File: src/rtl/interval_sequencer.sv
// interval_sequencer
//   Walks a small table of phase durations, issuing one registered load
//   strobe per phase to a countdown timer and advancing on the timer's
//   terminal count. Optionally wraps back to phase 0 after the last phase.
//
// Ports
//   clk        : clock, all logic on posedge
//   rst_n      : asynchronous active-low reset (clears outputs and table)
//   cfg_we     : duration table write strobe (honoured only while idle)
//   cfg_addr   : table index for a write
//   cfg_data   : duration value for a write
//   repeat_en  : 1 = wrap to phase 0 after the last phase, 0 = stop there
//   start      : begin a sequence (acted on only while idle)
//   stop       : abort the sequence, highest priority
//   tc         : terminal count from the countdown timer
//   load       : timer load strobe (registered)
//   data_load  : timer load value (registered)
//   phase      : current phase index (registered)
//   busy       : high whenever the sequencer is not idle
//   done       : one-cycle pulse when a non-repeating sequence completes
module interval_sequencer #(
  parameter  int NPHASE = 4,
  parameter  int WIDTH  = 10,
  localparam int PW     = $clog2(NPHASE)
) (
  input  logic             clk,
  input  logic             rst_n,
  input  logic             cfg_we,
  input  logic [PW-1:0]    cfg_addr,
  input  logic [WIDTH-1:0] cfg_data,
  input  logic             repeat_en,
  input  logic             start,
  input  logic             stop,
  input  logic             tc,
  output logic             load,
  output logic [WIDTH-1:0] data_load,
  output logic [PW-1:0]    phase,
  output logic             busy,
  output logic             done
);

  localparam logic [PW-1:0] LAST = PW'(NPHASE - 1);

  typedef enum logic [1:0] {
    S_IDLE = 2'd0,
    S_LOAD = 2'd1,
    S_WAIT = 2'd2
  } state_t;

  state_t           state_q, state_d;
  logic [PW-1:0]    phase_q, phase_d;
  logic             load_q, load_d;
  logic [WIDTH-1:0] data_load_q, data_load_d;
  logic             busy_q, busy_d;
  logic             done_q, done_d;
  logic             seq_end;
  logic [WIDTH-1:0] dur_q [NPHASE];
  logic [WIDTH-1:0] dur_d [NPHASE];

  // State register and all output/table flops.
  always_ff @(posedge clk or negedge rst_n) begin
    if (!rst_n) begin
      state_q     <= S_IDLE;
      phase_q     <= '0;
      load_q      <= 1'b0;
      data_load_q <= '0;
      busy_q      <= 1'b0;
      done_q      <= 1'b0;
      for (int i = 0; i < NPHASE; i++) dur_q[i] <= '0;
    end else begin
      state_q     <= state_d;
      phase_q     <= phase_d;
      load_q      <= load_d;
      data_load_q <= data_load_d;
      busy_q      <= busy_d;
      done_q      <= done_d;
      for (int i = 0; i < NPHASE; i++) dur_q[i] <= dur_d[i];
    end
  end

  // Table writes are accepted only while idle; indices past the table
  // (possible when NPHASE is not a power of two) are ignored.
  always_comb begin
    dur_d = dur_q;
    if (cfg_we && (state_q == S_IDLE) && (int'(cfg_addr) < NPHASE))
      dur_d[cfg_addr] = cfg_data;
  end

  // Next-state logic. stop overrides everything and leaves phase untouched.
  // tc is deliberately ignored in LOAD: it can still be high from the
  // interval that just ended.
  always_comb begin
    state_d = state_q;
    phase_d = phase_q;
    seq_end = 1'b0;
    if (stop) begin
      state_d = S_IDLE;
    end else begin
      case (state_q)
        S_IDLE: begin
          if (start) begin
            state_d = S_LOAD;
            phase_d = '0;
          end
        end
        S_LOAD: state_d = S_WAIT;
        S_WAIT: begin
          if (tc) begin
            if (phase_q != LAST) begin
              phase_d = phase_q + 1'b1;
              state_d = S_LOAD;
            end else if (repeat_en) begin
              phase_d = '0;
              state_d = S_LOAD;
            end else begin
              state_d = S_IDLE;
              seq_end = 1'b1;
            end
          end
        end
        default: state_d = S_IDLE;
      endcase
    end
  end

  // Outputs are registered from the next state so that load/data_load are
  // visible during the LOAD cycle itself and busy rises on the entering edge.
  always_comb begin
    load_d      = (state_d == S_LOAD);
    data_load_d = load_d ? dur_q[phase_d] : data_load_q;
    busy_d      = (state_d != S_IDLE);
    done_d      = seq_end;
  end

  assign load      = load_q;
  assign data_load = data_load_q;
  assign phase     = phase_q;
  assign busy      = busy_q;
  assign done      = done_q;

endmodule

File: config.mk
export PLATFORM = sky130hd
export DESIGN_NAME = interval_sequencer
export DESIGN_NICKNAME = d
export VERILOG_FILES = /design/src/rtl/interval_sequencer.sv
export SDC_FILE = /design/constraint.sdc
export NUM_CORES = 1
export LEC_CHECK = 0
export ABC_CLOCK_PERIOD_IN_PS = 2100
export CAP_MARGIN = 0
export CORE_ASPECT_RATIO = 1.1
export CORE_MARGIN = 1
export CORE_UTILIZATION = 54
export DETAILED_ROUTE_END_ITERATION = 8
export PLACE_DENSITY_LB_ADDON = 0.2
export SLEW_MARGIN = 20
export SYNTH_ARGS = -nofsm -noshare
export SYNTH_HDL_FRONTEND = slang
export SYNTH_SLANG_ARGS = --single-unit
File: constraint.sdc
create_clock -name clk -period 2.1 [get_ports clk]
set_input_delay 0.63 -clock clk [delete_from_list [all_inputs] [get_ports clk]]
set_output_delay 0.63 -clock clk [all_outputs]
set_load 0.05 [all_outputs]
* Word-level counts from Yosys, hierarchy flattened
Cells that the tools add are included.
** Storage, ports and cells
- Input bits :: 19
- Bits in registers :: 57
- Output and inout port bits :: 15
** Operators by class
- Reductions and logical operators :: 4
- Bitwise gates (word level) :: 2
- Mux-type cells :: 23
- Equality and inequality tests :: 4
- Add/sub/neg operators :: 1
- $lt $le $gt $ge :: 3
** Operator list (count)
- 40-bit bitwise mux :: 1
- 10-bit 2-to-1 mux :: 3
- 10-bit binary-select mux with 2-bit select :: 1
- 10-bit demux with 2-bit select :: 1
- 2-bit 2-to-1 mux :: 8
- 1-bit 2-to-1 mux :: 7
- 3-bit greater-or-equal comparator, second input constant :: 2
- 2-bit NOT with 3-bit output :: 2
- 2-bit one-hot mux with 3 select lines :: 1
- 2-bit by 1-bit == test with 1-bit output, second input constant :: 2
- 2-bit one-hot mux with 2 select lines :: 1
- 3-bit by 1-bit less-than comparator with 1-bit output, second input constant :: 1
- 2-bit by 1-bit adder with 2-bit output, second input constant :: 1
- 2-bit == test, second input constant :: 1
- 1-bit logical AND :: 2
- 2-bit zero test :: 1
- 2-bit != test, second input constant :: 1
- 2-bit nonzero test :: 1

* Depth between registers and ports, before layout
Gate-level depths: netlist of run 1.
- Depth in word-level cells :: 9
- Mapped depth :: 6
- Depth with buffers taken out :: 5

* Worst setup path after synthesis of run 1
No wires, ideal clock.
- Path kind :: register -> register
- From :: register phase_q[0], in the netlist phase[0]
- To :: register data_load_q[0], in the netlist data_load[0]
- Arrival time :: 1.845 ns
- Path slack :: 0.178 ns
- Data required time :: 2.022 ns
- Stages on the path, launching flop included :: 7
- Cells stage by stage :: dfrtp_1 -> ha_1 -> nor2b_1 -> o211ai_2 -> buf_6 -> a21bo_2 -> a21oi_1
** Between the ends
- Longest elaborated chain between the ends :: 9
- Elaborated cells between the ends (all ways) :: 17
- Classes of those cells :: 1 x add/sub; 2 x eq/ne; 13 x mux; 1 x bitwise
** RTL lines
- from (decl) :: line 51 : logic [PW-1:0] phase_q, phase_d;
- from (signal assigned) :: line 72 : phase_q <= phase_d;
- 2-bit by 1-bit adder with 2-bit output (tied with other cells) :: line 110 : phase_d = phase_q + 1'b1;
- 2-bit 2-to-1 mux :: line 109 : if (phase_q != LAST) begin
- 2-bit 2-to-1 mux :: line 108 : if (tc) begin
- 2-bit one-hot mux with 2 select lines :: line 99 : case (state_q)
- 2-bit 2-to-1 mux :: line 96 : if (stop) begin
- 2-bit NOT with 3-bit output (implied by the code) :: line 130 : data_load_d = load_d ? dur_q[phase_d] : data_load_q;
- 10-bit binary-select mux with 2-bit select :: line 130
- 10-bit 2-to-1 mux (implied by the code) (2 in series) :: line 130
- to (signal assigned) :: line 74 : data_load_q <= data_load_d;
- to (decl) :: line 53 : logic [WIDTH-1:0] data_load_q, data_load_d;
Several ways; a longest one is shown, not always the timed one. The select of a mux whose other input is x is not followed.
A chain may end at the register's enable or synchronous reset.

* Worst setup path after layout of run 1
- From :: input port stop
- To :: register data_load_q[8], in the netlist data_load[8]
** Between the ends
- Longest elaborated chain between the ends :: 5
- Elaborated cells between the ends (all ways) :: 7
- Classes of those cells :: 1 x eq/ne; 5 x mux; 1 x bitwise
** RTL lines
- from (decl) :: line 33 : input logic stop,
- 2-bit 2-to-1 mux :: line 96
- 2-bit NOT with 3-bit output (implied by the code) :: line 130
- 10-bit binary-select mux with 2-bit select :: line 130
- 10-bit 2-to-1 mux (implied by the code) (2 in series) :: line 130
Several ways; a longest one is shown, not always the timed one. The select of a mux whose other input is x is not followed.

==> results_dict.tcl, run 1 <==
set metrics [dict create \
    status "finished, final reports clean" \
    cts.sinks 57 \
    ys_seq_area_frac 0.559 \
    worstSkewPairLatency_ns 0.33 \
    pre_cts_ws_ns -0.236 \
    synth.avg_cell_area_um2 13.8 \
    cts_tree "yes" \
    die_h_um 74.1 \
    reg2reg_from "phase[1]" \
    clk_pin_slew_ns 0.06 \
    grt_start_max_net_pins 58 \
    drv_cap 0 \
    grt.overflow.total 0 \
    slew_headroom 0.662 \
    initial_core_util 0.579 \
    cts_setup_buffers 0 \
    finalHoldViolations 0 \
    ioPinCount 34 \
    rsz0062_at_grt "false" \
    worst_pin_slew_ns 0.505 \
    drt_iter0_drc 79 \
    yosysWarnings 0 \
    htree_levels 3 \
    dieArea_um2 5010 \
    via_per_inst 6.12 \
    syn_inst 185 \
    p_per_area_nw_per_um2 1040 \
    drt_wl_total_um 5760 \
    num_rows 25 \
    p_total_uw 3390 \
    hpwlAfterDp_um 3890 \
    ys_ff_latch 57 \
    power.leakage_uw 0.00142 \
    slowest_delay_ns 0.54 \
    grtUsageTotal 0.274 \
    nFillCells 286 \
    synth_edf_count 0 \
    grt_antenna_before_repair 0 \
    finClkSkew_ns 0.00577 \
    async_reset_ff_frac 1.00 \
    period_needed_ns 2.00 \
    cp_cell_sequence "clkdlybuf4s50_1 -> or4b_4 -> o31a_1 -> a31oi_1 -> a21oi_1" \
    cp-end-kind "flip-flop" \
    yosysUniqueCellTypes 31 \
    hold_path.class "in -> async" \
    reg2reg_slack_ns 0.33 \
    drc 0 \
    wire_per_inst_um 19.5 \
    layout_common_cells "57 x dfrtp_1, 40 x mux2_2, 28 x buf_4" \
    crit_type "in -> reg" \
    grt_first_pass_wirelength_um 9560 \
    port_buffers 33 \
    crit_slowest_cell "or4b_4" \
    syn_nets 205 \
    cp-start-kind "primary input" \
    fin_tns_setup_ns 0 \
    syn_area_um2 2550 \
    finalWorstSetupSlack_ns 0.0979 \
    clock_tree.root_cell "clkbuf_8" \
    vdd_ir_drop_max_mv 0.634 \
    die_w_um 67.6 \
    dr_total_vias 1812 \
    cts_buffers 9 \
    coreArea_um2 4410 \
    synth_top_flop_cell "dfrtp_1" \
    worst-path-max-fanout 10 \
    final_common_cell "dfrtp_1" \
    regToRegEndpoint "data_load[8]" \
    finalCritPeriodShare 0.953 \
    ant_nets 0 \
    slew_violations 0 \
    diodes 0 \
    drt-pass1-iter-count 4 \
    finalSetupViolations 0 \
    gp_congestion 0.787 \
    timing.fmax_mhz 499 \
    post-route-util 0.740 \
    nets 260 \
    critical_path_required_ns 2.31 \
    grt_pass1_vias 1969 \
    area_delta_synth_final_pct 27.8 \
    ff2ff_path_depth 7 \
    cp.arrival_ns 2.21 \
    drive_gt1_frac 0.426 \
    clock_path_buffers 2 \
]
per-layer routing:
layer  GRT usage  vias up  wire length, um
met4       0.111        0               88
met5           0        -                0
met3      0.0920        8              342
li1            -      817                -
met1       0.332      926             2370
met2       0.446       61             2960
worst max path at each step:
stage / from / to / slack [ns] / depth (start not counted)
floorplan: phase[0] / data_load[0] / 0.18 / 6
global placement: stop / data_load[2] / -0.17 / 5
detailed placement: stop / data_load[8] / -0.24 / 5
CTS: load / load / 0.004 / 1
global route: stop / data_load[0] / 0.04 / 6
finish: stop / data_load[8] / 0.1 / 5
Yosys cell counts, drive strengths merged, types with 2 or more instances:
cell type   n  area, um^2
dfrtp      57        1430
mux2       40         450
nand4b     11        96.3
a21bo      10         100
a21oi      10        50.1
a31oi      10        62.6
o221ai     10        87.6
buf         7        53.8
clkbuf      4        15.0
nand2       3        11.3
nor2        3        11.3
o21ai       3        18.8
nor2b       2        12.5
where the power goes:
| part | total, uW | internal [uW] | switching [uW] |
|---|---|---|---|
| logic | 970 | 446 | 524 |
| registers | 1540 | 1380 | 158 |
| clock network | 884 | 505 | 379 |
| total | 3390 | 2330 | 1060 |
what timing repair did:
action	CTS	global route
resized for setup	0	3
endpoints found under the setup margin	0	3
hold buffers	0	0
flip-flops by register name, summed over array words and instances (netlist names):
register	count
busy	1
data_load	10
done	1
dur_q	40
load	1
phase	2
state_q	2
critical path, delay by kind of cell:
kind            cells  cell delay (ns)
compound gates      3             0.59
simple gates        1             0.54
buf+inv             1             0.45
cell families (layout without fill, tap and decap cells):
group           count (synthesis)  in the layout  synth area share
compound gates                 45             45             0.133
fa+ha+maj                       1              1           0.00490
buf+inv                        12             69            0.0284
flops                          57             57             0.559
mux                            41             41             0.180
simple gates                   29             29            0.0946
per-stage QoR:
stage | std cells | hold slack [ns] | instance area [um^2]
after floorplan | 185 | 0.334 | 2550
after global placement | 283 | 0.480 | 3090
after detailed placement | 283 | 0.493 | 3090
after CTS | 296 | 0.302 | 3260
after global routing | 296 | 0.313 | 3260
final | 296 | 0.285 | 3260
cell type report:
cell class / count / area, um^2 / share of cell area
Clock buffer: 13 / 169 / 0.0517
Inverter: 1 / 3.75 / 0.00115
Multi-Input combinational cell: 116 / 1050 / 0.323
Sequential cell: 57 / 1430 / 0.437
Tap cell: 54 / 67.6 / 0.0207
Timing Repair Buffer: 55 / 543 / 0.166
No activity file was read; power rests on OpenSTA's default activity.
==> run 2, diff against run 1 <==
- ABC_CLOCK_PERIOD_IN_PS: 2100 -> 2200
- TNS_END_PERCENT: default -> 30
- clock period: 2.1 -> 2.2 ns (I/O delays scaled with it)
==> results_dict.tcl, run 2 (same netlist as run 1, synthesis figures left out) <==
set metrics [dict create \
    status "finished, final reports clean" \
    area_delta_synth_final_pct 29.5 \
    cts_setup_buffers 0 \
    period_needed_ns 2.15 \
    die_h_um 74.1 \
    coreArea_um2 4410 \
    diodes 0 \
    top_register "dur_q" \
    hpwlAfterDp_um 3690 \
    layout_common_cells "57 x dfrtp_1, 40 x mux2_2, 23 x clkdlybuf4s50_1" \
    finalSetupViolations 0 \
    cp-start-kind "flip-flop" \
    via_per_inst 6.11 \
    grtUsageTotal 0.269 \
    finalCritPeriodShare 0.979 \
    final_common_cell "dfrtp_1" \
    rsz0062_at_grt "false" \
    nFillCells 289 \
    finalWorstSetupSlack_ns 0.0470 \
    crit_slowest_cell "clkdlybuf4s50_1" \
    critical_path_required_ns 1.54 \
    drt-met1-wl_um 2500 \
    ant_nets 0 \
    drv_cap 0 \
    crit_buf_inv 1 \
    die_w_um 67.6 \
    grt_start_max_net_pins 58 \
    clk_pin_slew_ns 0.06 \
    timing.fmax_mhz 464 \
    wl_met2_um 2920 \
    power.leakage_uw 0.00141 \
    drt_wl_total_um 5770 \
    hold_path.class "in -> async" \
    cts_buffers 9 \
    cp.arrival_ns 1.49 \
    clock_path_buffers 2 \
    nets 255 \
    num_rows 25 \
    dieArea_um2 5010 \
    cp_cell_sequence "clkdlybuf4s50_1" \
    drive_gt1_frac 0.392 \
    drt_iter0_drc 115 \
    cp-end-kind "output pin" \
    vdd_ir_drop_max_mv 0.600 \
    finClkSkew_ns 0.00533 \
    holdWs_ns 0.315 \
    crit_type "reg -> out" \
    worst_pin_slew_ns 0.520 \
    top_layer "met4" \
    wire_per_inst_um 19.6 \
    slew_headroom 0.653 \
    initial_core_util 0.579 \
    p_per_area_nw_per_um2 1000 \
    clock_tree.root_cell "clkbuf_8" \
    crit_start "data_load[3]" \
    drt-pass1-iter-count 4 \
    worstSkewPairLatency_ns 0.33 \
    cts_tree "yes" \
    grt.overflow.total 0 \
    gp_congestion 0.774 \
    grt_first_pass_wirelength_um 9520 \
    htree_levels 3 \
    grt_antenna_before_repair 0 \
    cts.sinks 57 \
    pre_cts_ws_ns -0.156 \
    finalHoldViolations 0 \
    wl_met3_um 255 \
    largest_reg_flops 40 \
    slew_violations 0 \
    drc 0 \
    dr_total_vias 1795 \
    port_buffers 33 \
    slowest_delay_ns 0.81 \
    ioPinCount 34 \
    grt_pass1_vias 1981 \
    cp_top_family "buffers and inverters" \
    worst-path-max-fanout 2 \
    reg2reg_from "state_q[1]" \
]
[run 2: cell count changes in the layout (fill, tap and decap cells not counted)]
cell and change:
clkinv_2 +2, buf_12 +3, dlymetal6s2s_1 +1, buf_4 -15, clkbuf_8 +1, clkdlybuf4s50_1 +6
[run 2: cell type report]
class                           count  area (um^2)  share of cell area
Sequential cell                    57         1430               0.431
Multi-Input combinational cell    116         1050               0.319
Timing Repair Buffer               50          563               0.170
Clock buffer                       14          183              0.0552
Tap cell                           54         67.6              0.0204
Clock inverter                      2         10.0             0.00303
Inverter                            1         3.75             0.00113
[run 2: metal layers]
layer	vias to the layer above	track usage
met4	0	0.135
met2	50	0.453
met5	-	0
met1	916	0.323
li1	818	-
met3	11	0.0583
[run 2: what timing repair did]
action	4_1_cts	5_1_grt
hold buffers	0	0
hold endpoints to repair	0	0
endpoints found under the setup margin	0	4
resized for setup	0	4
[run 2: power breakdown]
group          switching (uW)  internal, uW  total (uW)
clock                     388           528         916
sequential                145          1310        1460
combinational             499           439         938
total                    1030          2280        3310
[run 2: worst register-to-register path, stage by stage, from the launching register on]
cell	delay [ns]
dfrtp_1	0.46
or4b_4	0.61
o31a_1	0.27
a31oi_1	0.24
a21oi_1	0.09
[run 2: path summary, 6_finish.rpt]
check | endpoint | slack, ns | depth (start not counted)
min | dur_q[9] | 0.31 | 2
max in group asynchronous | dur_q[32] | 1.63 | 2
min in group clk | dur_q[15] | 0.50 | 1
max | data_load[3] | 0.05 | 1
max reg2reg | data_load[3] | 0.42 | 4
min reg2reg | dur_q[15] | 0.50 | 1
[run 2: through the flow]
step | cells | power (uW) | setup TNS (ns) | cell area [um^2] | util
2_1_floorplan | 185 | 2060 | 0 | 2550 | -
3_3_place_gp | 278 | 2370 | -1.01 | 3110 | 0.704
3_5_place_dp | 278 | 2420 | -1.52 | 3110 | 0.704
4_1_cts | 294 | 3340 | 0 | 3300 | 0.748
5_1_grt | 294 | 3470 | 0 | 3310 | 0.750
6_report | 294 | 3310 | 0 | 3310 | 0.750
